File: config.mk
export PLATFORM = sky130hd
export DESIGN_NAME = ex_mem_stage
export DESIGN_NICKNAME = d
export VERILOG_FILES = /design/src/rtl/ex_mem_pkg.sv /design/src/rtl/pipe_skid_buffer.sv /design/src/rtl/ex_mem_stage.sv
export SDC_FILE = /design/constraint.sdc
export NUM_CORES = 1
export LEC_CHECK = 0
export BUFFER_PORTS_ARGS = -buffer_cell sky130_fd_sc_hd__buf_2
export CAP_MARGIN = 20
export CORE_ASPECT_RATIO = 0.6
export CORE_UTILIZATION = 55
export DETAILED_ROUTE_END_ITERATION = 8
export PLACE_DENSITY = 0.89
export SYNTH_ARGS = -nofsm -noshare
export SYNTH_HDL_FRONTEND = slang
export SYNTH_SLANG_ARGS = --single-unit
File: constraint.sdc
create_clock -name clk -period 3.8 [get_ports clk]
set_input_delay 0.57 -clock clk [delete_from_list [all_inputs] [get_ports clk]]
set_output_delay 0.57 -clock clk [all_outputs]
set_load 0.005 [all_outputs]
File: src/rtl/ex_mem_pkg.sv
// rtl/ex_mem_pkg.sv - shared widths and payload bundle for the EX/MEM stage
package ex_mem_pkg;
  localparam int DATA_W = 32;
  localparam int REG_W  = 5;

  typedef struct packed {
    logic [DATA_W-1:0] alu_y;
    logic              zero;
    logic [DATA_W-1:0] wr_data;
    logic [REG_W-1:0]  dst_reg;
    logic              reg_write;
    logic              mem_write;
    logic              mem_to_reg;
    logic              branch;
  } ex_mem_bundle_t;

  localparam int BUNDLE_W = $bits(ex_mem_bundle_t);
endpackage

File: src/rtl/pipe_skid_buffer.sv
// rtl/pipe_skid_buffer.sv - 2-slot valid/ready skid buffer with flush
// in_ready comes straight from a flop so upstream never sees a path from out_ready.
module pipe_skid_buffer #(
  parameter int WIDTH = 8
) (
  input  logic             clk,
  input  logic             rst,
  input  logic             flush,
  input  logic             in_valid,
  output logic             in_ready,
  input  logic [WIDTH-1:0] in_data,
  output logic             out_valid,
  input  logic             out_ready,
  output logic [WIDTH-1:0] out_data
);
  logic             main_valid_q, main_valid_d;
  logic             skid_valid_q, skid_valid_d;
  logic [WIDTH-1:0] main_data_q, main_data_d;
  logic [WIDTH-1:0] skid_data_q, skid_data_d;
  logic             accept, drain;

  assign in_ready  = !skid_valid_q;
  assign out_valid = main_valid_q;
  assign out_data  = main_data_q;
  assign accept    = in_valid && !skid_valid_q;
  assign drain     = main_valid_q && out_ready;

  always_comb begin
    main_valid_d = main_valid_q;
    skid_valid_d = skid_valid_q;
    main_data_d  = main_data_q;
    skid_data_d  = skid_data_q;
    if (flush) begin
      main_valid_d = 1'b0;
      skid_valid_d = 1'b0;
    end else if (skid_valid_q) begin
      // Skid full means in_ready is low, so only a refill of main can happen.
      if (drain) begin
        main_data_d  = skid_data_q;
        skid_valid_d = 1'b0;
      end
    end else if (accept) begin
      if (!main_valid_q || drain) begin
        main_data_d  = in_data;
        main_valid_d = 1'b1;
      end else begin
        skid_data_d  = in_data;
        skid_valid_d = 1'b1;
      end
    end else if (drain) begin
      main_valid_d = 1'b0;
    end
  end

  always_ff @(posedge clk) begin
    if (rst) begin
      main_valid_q <= 1'b0;
      skid_valid_q <= 1'b0;
      main_data_q  <= '0;
      skid_data_q  <= '0;
    end else begin
      main_valid_q <= main_valid_d;
      skid_valid_q <= skid_valid_d;
      main_data_q  <= main_data_d;
      skid_data_q  <= skid_data_d;
    end
  end
endmodule

File: src/rtl/ex_mem_stage.sv
// rtl/ex_mem_stage.sv - EX/MEM pipeline register with skid buffering and branch resolve
module ex_mem_stage
  import ex_mem_pkg::*;
(
  input  logic              clk,
  input  logic              rst,
  input  logic              flush,
  input  logic              in_valid,
  output logic              in_ready,
  input  logic [DATA_W-1:0] alu_y,
  input  logic              alu_zero,
  input  logic [DATA_W-1:0] wr_data,
  input  logic [REG_W-1:0]  dst_reg,
  input  logic              ctl_reg_write,
  input  logic              ctl_mem_write,
  input  logic              ctl_mem_to_reg,
  input  logic              ctl_branch,
  output logic              out_valid,
  input  logic              out_ready,
  output logic [DATA_W-1:0] m_alu_y,
  output logic [DATA_W-1:0] m_wr_data,
  output logic [REG_W-1:0]  m_dst_reg,
  output logic              m_reg_write,
  output logic              m_mem_write,
  output logic              m_mem_to_reg,
  output logic              pc_src
);
  ex_mem_bundle_t in_bundle;
  ex_mem_bundle_t out_bundle;

  always_comb begin
    in_bundle            = '0;
    in_bundle.alu_y      = alu_y;
    in_bundle.zero       = alu_zero;
    in_bundle.wr_data    = wr_data;
    in_bundle.dst_reg    = dst_reg;
    in_bundle.reg_write  = ctl_reg_write;
    in_bundle.mem_write  = ctl_mem_write;
    in_bundle.mem_to_reg = ctl_mem_to_reg;
    in_bundle.branch     = ctl_branch;
  end

  pipe_skid_buffer #(
    .WIDTH(BUNDLE_W)
  ) u_skid (
    .clk      (clk),
    .rst      (rst),
    .flush    (flush),
    .in_valid (in_valid),
    .in_ready (in_ready),
    .in_data  (in_bundle),
    .out_valid(out_valid),
    .out_ready(out_ready),
    .out_data (out_bundle)
  );

  assign m_alu_y      = out_bundle.alu_y;
  assign m_wr_data    = out_bundle.wr_data;
  assign m_dst_reg    = out_bundle.dst_reg;
  assign m_reg_write  = out_bundle.reg_write;
  assign m_mem_write  = out_bundle.mem_write;
  assign m_mem_to_reg = out_bundle.mem_to_reg;
  // Gated by out_valid so a stale flushed entry can never redirect the PC.
  assign pc_src       = out_bundle.branch && out_bundle.zero && out_valid;
endmodule
; Word-level counts from Yosys, hierarchy flattened
; Index checks and enable logic that the tools add are counted.
[word_totals]
input_bits = 79
output_inout_bits = 75
regBits = 150
word_cells = 34
[op_classes]
n_reduce_logical = 14
mux = 11
bitwise_logic = 3
n_eq_ne = 2
[op_table]
columns = op, count
row1 = $mux W74, 4
row2 = $reduce_and A4 Y1, 2
row3 = $mux W1, 7
row4 = $reduce_bool A2 Y1, 3
row5 = $logic_and A1 B1 Y1, 4
row6 = $ne A2 B2 Y1 const B, 2
row7 = $not A1 Y1, 3
row8 = $reduce_and A3 Y1, 1
row9 = $logic_not A1 Y1, 2
row10 = $reduce_or A2 Y1, 1
row11 = $logic_or A1 B1 Y1, 1

; Depth between registers and ports, before layout
; Gate-level depths: netlist (run 1).
[depth]
ltp_word = 5
mapped_depth = 6
ltp_nobuf = 3

; Modules after synthesis
; Synthesis (run 1) repeated with hierarchy kept, for this count alone.
[hier_totals]
cells_unflattened = 738
hier_area_um2 = 7581.0
[by_module_without_submodules]
columns = mod, area_per_inst_um2, seq_area_each_um2, n_inst, cells_each
row1 = pipe_skid_buffer, 7574.8, 3002.9, 1, 737
row2 = ex_mem_stage, 6.3, 0.0, 1, 1

; Worst setup path after synthesis (run 1)
; OpenSTA, ideal clock, no wires.
[synth_path]
path_kind = input-to-reg
startpoint = input port rst
endpoint = register u_skid.main_data_q[65], in the netlist u_skid.out_data[65]
path_buffers = 3
path_stages = 5
setup_time_ns = 0.121
t_arrival_ns = 1.623
t_required_ns = 3.679
path_slack_ns = 2.056
path_cell_list = buf_2 > buf_1 > buf_1 > nor2_1 > mux2_4
[synth_lines]
columns = element, line
row1 = from (decl), ex_mem_stage.sv:6  ; input logic rst,
row2 = to (signal assigned), pipe_skid_buffer.sv:64  ; main_data_q <= main_data_d;
row3 = to (decl), pipe_skid_buffer.sv:18  ; logic [WIDTH-1:0] main_data_q, main_data_d;

; Worst setup path in the final report (run 1)
[layout_path]
startpoint = register u_skid.skid_valid_q
endpoint = register u_skid.main_data_q[3], in the netlist u_skid.out_data[3]
[layout_via]
elab_chain_len = 4
word_cells_on_any_way = 7
cone_classes = eq/ne: 1 / mux: 1 / reduce/logical: 5
[layout_lines]
columns = element, line
row1 = from (decl), pipe_skid_buffer.sv:17  ; logic skid_valid_q, skid_valid_d;
row2 = from (signal assigned), pipe_skid_buffer.sv:63  ; skid_valid_q <= skid_valid_d;
row3 = $logic_not A1 Y1, pipe_skid_buffer.sv:25  ; assign accept = in_valid && !skid_valid_q;
row4 = $logic_and A1 B1 Y1, pipe_skid_buffer.sv:25
row5 = $reduce_bool A2 Y1 (no line), -
row6 = $reduce_and A4 Y1 (no line), -
; Parallel ways exist; a longest one is shown, timed or not.
; A chain may end at the register's enable or synchronous reset.

==> metrics.md, run 1 <==
| Metric | Value |
|---|---|
| Post-Route WL | `15000 µm` |
| Total gr overflow | `0` |
| Final setup violation count | `0` |
| PortBufs | `153` |
| Pwr dens | `413 mW/mm²` |
| First-pass DRT Iterations | `4` |
| CTS Buffer Depth | `2` |
| HPWL Detailed | `9540 µm` |
| Synth area leaders | `dfxtp_1 37%, mux2i_1 18%, nand2b_1 12%, mux2_4 11%, buf_4 7.0%` |
| Post-synthesis mux area share | `0.314` |
| Residual DRC | `0` |
| Layout cells sized above 1 | `0.308` |
| Core box area | `0.0140 mm²` |
| Min-Delay Path Depth | `2` |
| Setup TNS | `0 ns` |
| Layout Nets | `937` |
| Max rail drop VDD | `0.000282 V` |
| Post-synthesis register bit count | `150` |
| Area of the mapped netlist | `0.00810 mm²` |
| Tot GR Track Use | `0.199` |
| RSZ-0062 raised after global routing | `false` |
| Max Cap Viol | `0` |
| Max stage delay on crit path | `0.73 ns` |
| Post-synth top area share | `0.371` |
| Hold WS | `0.393 ns` |
| Most frequent cell after synthesis | `dfxtp_1` |
| Initial Utilization | `0.579` |
| CP Class | `reg2reg` |
| Clock Tree Root | `clkbuf_16` |
| CTS sink cnt | `150` |
| Worst-path cell chain | `nand2b_1 > a221o_4 > buf_12 > mux2_2` |
| Cts hold-fix bufs | `0` |
| I/O pins | `154` |
| Setup ws final | `1.30 ns` |
| CP endpoint kind | `register` |
| First-pass GRT wire length | `23600 µm` |
| Fmax | `0.401 GHz` |
| Yosys warnings | `0` |
| Via Count | `5139` |
| Hold Fails Final Rpt | `0` |
| Post-synthesis async set-or-reset flop share | `0` |
| Post-cts sizing count | `0` |
| EDFF count, synth | `0` |
| CTS tree | `built` |
| Worst rel slew slack | `0.459` |
| Setup crit start kind | `register` |
| Iter 0 DRT Violations | `282` |
| Crit share post-route | `0.657` |
| XOR/XNOR share of the synthesized area | `0` |
| Worst skew pair latency | `0.40 ns` |
| Fin crit period | `2.50 ns` |
| Post-CTS setup buffers | `0` |
| Worst EP required | `4.09 ns` |
| Synth Area in Compound Gates | `0.00448` |
| Most instantiated cells after synthesis | `150 x dfxtp_1, 149 x nand2b_1, 148 x mux2i_1, 76 x buf_4` |
| Outcome | `finished clean` |
| Largest net degree at the start of global routing | `104` |
| Leading area contributor after synthesis | `dfxtp_1` |
| H-Tree Depth | `4` |
| Main synth FF type | `dfxtp_1` |
| Die Area | `0.0152 mm²` |
| Simple-gate portion of the synthesized area | `0.209` |
| Initial antenna violation count | `1` |
| Syn Nets | `886` |
| Main combinational cell family by area after synthesis | `multiplexers` |
| R2r setup slk | `1.30 ns` |
| Synth Area in Adders | `0` |
| DR vias/cell | `4.83` |
| Area grow syn2layout | `11.0%` |
| Data arrival, critical path | `2.79 ns` |
| Vias in the first global route | `4888` |
| Per-cell routed wire length | `14.1 µm` |
| Std cell rows | `33` |
| Post-route ant nets | `0` |
| Hold Crit Class | `in2reg` |
| Clk_skew | `0.0101 ns` |
| Crit path max fanout | `38` |
| Max Slew Vio Count | `0` |
| Total CTS buffers | `17` |
| Sequential share of the synthesized area | `0.371` |
| Mean post-synth cell area | `10.0 µm²` |
| GP Congestion | `0.738` |
| Crit-path slowest cell | `dfxtp_4` |
| Die height | `96.0 µm` |
| LEAKAGE | `3.77 nW` |
| Reg clk slew, reported paths | `0.06 ns` |
| Cells on worst reg2reg path | `4` |
| Pre-CTS WS | `1.31 ns` |
| Synth cell types | `21` |
| Worst-Margin Slew | `0.812 ns` |
| Die Width | `159 µm` |
| Gate Count Post-Synth | `807` |
## placed cells by master (no fill, tap or decap), types with 2 or more instances in the layout
cell type     n
clkinv_4      2
buf_12        3
nor2_1       74
bufinv_16     2
nand2b_1    149
mux2i_1     148
inv_1         2
nor2b_1      74
dfxtp_1     149
mux2_4       60
clkinvlp_4    2
mux2_2       14
clkinv_2      3
clkbuf_8      2
buf_4         3
buf_2       152
nand2_1       2
inv_6         4
clkbuf_16    17
## report_power, final
| part | internal, mW | switching, mW | total [mW] | leakage [nW] |
|---|---|---|---|---|
| Sequential | 1.62 | 0.0261 | 1.65 | 1.22 |
| Combinational | 0.208 | 0.169 | 0.377 | 2.26 |
| Clock | 1.01 | 0.684 | 1.69 | 0.291 |
| Total | 2.84 | 0.879 | 3.72 | 3.77 |
## worst paths after layout
check | to | from
setup / recovery | u_skid.out_data[3] | u_skid.skid_valid_q
hold / removal | u_skid.out_valid | flush
setup reg to reg | u_skid.out_data[3] | u_skid.skid_valid_q
hold reg to reg | u_skid.skid_data_q[20] | u_skid.skid_data_q[20]
## sequential cells by signal (all words and copies together) (netlist names)
name,count
u_skid.out_data,74
u_skid.out_valid,1
u_skid.skid_data_q,74
u_skid.skid_valid_q,1
## layer usage
layer  routed length, µm  part of all wire  up-vias  track usage
li1                    -                 -     2673            -
met1                7450              0.50     2348        0.262
met2                6590              0.44      102        0.322
met3                 834             0.056       16       0.0495
met4                 145            0.0097        0       0.0617
met5                   0                 0        -            0
## logic make-up (layout without fill, tap and decap cells)
group                  after synthesis  in the layout
AND/OR/NAND/NOR                    301            301
AO/OA/AOI/OAI                        5              5
other                                0              1
buffers and inverters              129            193
flip-flops                         150            150
multiplexers                       222            222
## through the flow
| stage | power [mW] | instances | utilization | instance area, µm² |
|---|---|---|---|---|
| final | 3.72 | 1064 | 0.643 | 8990 |
| after global routing | 3.87 | 1063 | 0.642 | 8990 |
| after CTS | 3.75 | 1063 | 0.642 | 8990 |
| after detailed placement | 2.06 | 1031 | 0.600 | 8400 |
| after global placement | 2.05 | 1031 | 0.600 | 8400 |
| after floorplan | 1.98 | 807 | - | 8100 |
## final cells by class
type / instances / area [µm²]
Multi-Input combinational cell: 528 / 4290
Clock buffer: 19 / 453
Tap cell: 192 / 240
Antenna cell: 1 / 2.50
Inverter: 2 / 7.51
Clock inverter: 13 / 143
Timing Repair Buffer: 159 / 855
Sequential cell: 150 / 3010
Fill cell: 1138 / 5000
## worst max-delay path, delay by kind of cell, from the launching register on
| family | cells | cell delay (ns) |
|---|---|---|
| AO/OA/AOI/OAI | 1 | 0.63 |
| buffers and inverters | 1 | 0.36 |
| flip-flops | 1 | 0.73 |
| multiplexers | 1 | 0.38 |
| AND/OR/NAND/NOR | 1 | 0.22 |
(Power assumes the default switching activity.)
==> inputs of run 2 (changes only) <==
Settings changed: ABC_AREA set to 1, PLACE_DENSITY 0.89 to 0.9.
Clock period 3.8 ns to 2.45 ns, I/O delays scaled along.
==> run 2 against run 1 <==
  * Sequential power increased by 57%
  * Final cell count is 43% higher
  * Register-to-register slack worse by 0.69 ns
  * Critical path type unchanged
  * Critical endpoint is now u_skid.out_data[62]
  * Largest cell class unchanged
==> metrics.md, run 2 <==
| Metric | Value |
|---|---|
| Syn Nets | `1366 (+54%)` |
| Reg clk slew, reported paths | `0.06 ns (about the same)` |
| LEAKAGE | `4.96 nW (+32%)` |
| Design Area, Final | `0.00871 mm² (-3.1%)` |
| Worst Hold End | `u_skid.skid_data_q[63]` |
| Die Width | `156 µm (-1.4%)` |
| Post-synthesis register bit count | `150 (unchanged)` |
| Total gr overflow | `0 (unchanged)` |
| Max Slew Vio Count | `0 (unchanged)` |
| CP Class | `reg2reg` |
| Post-synthesis async set-or-reset flop share | `0 (unchanged)` |
| Area of the multi-input gates | `0.00336 mm² (-22%)` |
| Yosys warnings | `0 (unchanged)` |
| Most frequent cell after synthesis | `nor2_1` |
| Die height | `94.7 µm (-1.4%)` |
| NetSw | `1.55 mW (+77%)` |
| H-Tree Depth | `4 (unchanged)` |
| Clock group share of total power | `0.428 (-0.028)` |
| Cells on worst reg2reg path | `6 (+2)` |
| R2r setup slk | `0.61 ns (-0.69 ns)` |
| CP endpoint kind | `register` |
| EDFF count, synth | `0 (unchanged)` |
| Iter 0 DRT Violations | `436 (+55%)` |
| Max Cap Viol | `0 (unchanged)` |
| Hold Fails Final Rpt | `0 (unchanged)` |
| Worst rel slew slack | `0.589 (+0.130)` |
| Vias in the first global route | `6323 (+29%)` |
| HPWL Detailed | `10900 µm (+14%)` |
| Hold WS | `0.295 ns (-0.0976 ns)` |
| Initial antenna violation count | `0 (-1)` |
| Synth cell types | `20 (-4.8%)` |
| Post-cts sizing count | `0 (unchanged)` |
| Post-Route WL | `17900 µm (+19%)` |
| Non-filler cells, final | `1525 (+43%)` |
| Post-route ant nets | `0 (unchanged)` |
| Post-placement cell count | `1493 (+45%)` |
| Sequential share of power | `0.455 (+0.012)` |
| Std cell rows | `33 (unchanged)` |
| Sw Share | `0.272 (+0.0358)` |
| Worst EP required | `2.76 ns (-1.33 ns)` |
| Area of the mapped netlist | `0.00788 mm² (-2.8%)` |
| Outcome | `finished clean` |
| Area post-placement | `0.00816 mm² (-2.9%)` |
| RSZ-0062 raised after global routing | `false` |
| Final setup violation count | `0 (unchanged)` |
| Synth area leaders | `dfxtp_1 38%, nor2_1 21%, nand2_1 11%, nand3_1 9.5%, buf_4 7.4%` |
| Max rail drop VDD | `0.000370 V (+31%)` |
| Main synth FF type | `dfxtp_1` |
| CTS tree | `built` |
| First-pass GRT wire length | `29600 µm (+25%)` |
| Antenna Diode Count | `0 (-1)` |
| First-pass DRT Iterations | `4 (unchanged)` |
| DR vias/cell | `4.82 (-0.25%)` |
| Startpoint of the worst register-to-register path | `u_skid.out_valid` |
| Leading area contributor after synthesis | `dfxtp_1` |
| CTS sink cnt | `150 (unchanged)` |
| Clock Tree Root | `clkbuf_16` |
| Most instantiated cells after synthesis | `445 x nor2_1, 231 x nand2_1, 151 x inv_1, 150 x dfxtp_1, 149 x nand3_1` |
| Pwr dens | `655 mW/mm² (+58%)` |
| Setup TNS | `0 ns (unchanged)` |
| Largest net degree at the start of global routing | `149 (+43%)` |
| Residual DRC | `0 (unchanged)` |
| Register Area | `0.00301 mm² (unchanged)` |
| # fillers | `1268 (+11%)` |
| Worst skew pair latency | `0.42 ns (+0.02 ns)` |
| Fmax | `0.543 GHz (+36%)` |
| Total power | `5.70 mW (+53%)` |
| Core box area | `0.0138 mm² (-1.2%)` |
| Gate Count Post-Synth | `1287 (+59%)` |
| Data arrival, critical path | `2.15 ns (-0.64 ns)` |
| Tot GR Track Use | `0.249 (+0.0497)` |
| Post-CTS setup buffers | `0 (unchanged)` |
| I/O pins | `154 (unchanged)` |
| Initial Utilization | `0.569 (-0.00937)` |
| Sequential share of the synthesized area | `0.381 (+0.0106)` |
| Post-synth top area share | `0.381 (+0.0106)` |
| Total CTS buffers | `17 (unchanged)` |
| Worst r2r dst | `u_skid.out_data[62]` |
| Worst-Margin Slew | `0.616 ns (-0.196 ns)` |
| Hold_sp | `alu_y[21]` |
| Per-cell routed wire length | `11.7 µm (-17%)` |
| CTS Buffer Depth | `2 (unchanged)` |
| Layout Nets | `1399 (+49%)` |
| Combinational share of power | `0.117 (+0.016)` |
| Crit share post-route | `0.751 (+0.0944)` |
| Int Pwr | `4.15 mW (+46%)` |
| Hold Crit Class | `in2reg` |
| PortBufs | `153 (unchanged)` |
| Most common cell after layout, fill and taps aside | `nor2_1` |
| Crit path max fanout | `58 (+53%)` |
| GP Congestion | `0.841 (+14%)` |
| Mean post-synth cell area | `6.12 µm² (-39%)` |
| Cts hold-fix bufs | `0 (unchanged)` |
| Min-Delay Path Depth | `5 (+3)` |
| Layout cells sized above 1 | `0.156 (-0.152)` |
| Via Count | `7347 (+43%)` |
| Setup crit start kind | `register` |
| Die Area | `0.0148 mm² (-2.7%)` |
| Clk_skew | `0.00776 ns (-0.00229 ns)` |
| Area grow syn2layout | `10.6%` |
| Most frequent cells in the layout | `444 x nor2_1, 230 x nand2_1, 153 x buf_2, 150 x inv_1` |
| Fin crit period | `1.84 ns (-0.655 ns)` |
run 2: cell count changes in the layout (fill, tap and decap cells not counted), moves of 5 or more:
cell and delta:
nor2_1 +370, nand2_1 +228, nand2b_1 -149, nand3_1 +149
inv_1 +148, mux2i_1 -148, nor2b_1 -74, mux2_4 -60
mux2_2 -14, buf_12 +6, clkinvlp_4 +5
run 2: worst max path at each step:
| stage | start | endpoint | slack [ns] | cells after the start |
|---|---|---|---|---|
| CTS | u_skid.out_valid | u_skid.out_data[62] | 0.62 | 6 |
| global route | u_skid.out_valid | u_skid.out_data[62] | 0.47 | 6 |
| finish | u_skid.out_valid | u_skid.out_data[62] | 0.61 | 6 |
| detailed placement | out_ready | u_skid.skid_data_q[16] | 0.59 | 9 |
| floorplan | u_skid.skid_valid_q | u_skid.out_data[13] | 1.18 | 8 |
| global placement | out_ready | u_skid.out_data[62] | 0.62 | 7 |
run 2: cell families (layout without fill, tap and decap cells):
kind of cell           count (synthesis)  after routing  synth area share
AO/OA/AOI/OAI                          3              3           0.00238
flip-flops                           150            150             0.381
AND/OR/NAND/NOR                      830            830             0.421
buffers and inverters                304            350             0.195
run 2: power groups by stage:
stage,Combinational [mW],Sequential (mW),Clock [mW]
2_1_floorplan,0.528,2.64,0
3_3_place_gp,0.653,2.64,0
3_5_place_dp,0.665,2.65,0
4_1_cts,0.668,2.59,2.49
5_1_grt,0.760,2.60,2.61
6_report,0.666,2.59,2.44
run 2: area by class of cell:
cell class	count	area share
Tap cell	192	0.0276
Clock inverter	14	0.0134
Clock buffer	18	0.0504
Timing Repair Buffer	164	0.110
Sequential cell	150	0.345
Multi-Input combinational cell	833	0.386
Inverter	154	0.0669
run 2: worst max-delay path: stages (launching register included):
cell and delay, ns:
dfxtp_1 0.41, nand2_1 0.14, a21oi_4 0.49, buf_12 0.35
nand3_1 0.16, nand2_1 0.11, nor2_1 0.05
run 2: per-layer routing:
metal	global-route usage	vias to the layer above	routed length, µm	part of all wire
li1	-	3803	-	-
met1	0.331	3305	8530	0.48
met2	0.407	224	8080	0.45
met3	0.0560	15	1120	0.063
met4	0.0694	0	126	0.0071
met5	0	-	0	0
run 2: through the flow:
stage | setup WS (ns) | utilization
floorplan | 1.18 | -
global placement | 0.621 | 0.590
detailed placement | 0.590 | 0.590
CTS | 0.623 | 0.630
global route | 0.473 | 0.630
finish | 0.610 | 0.630
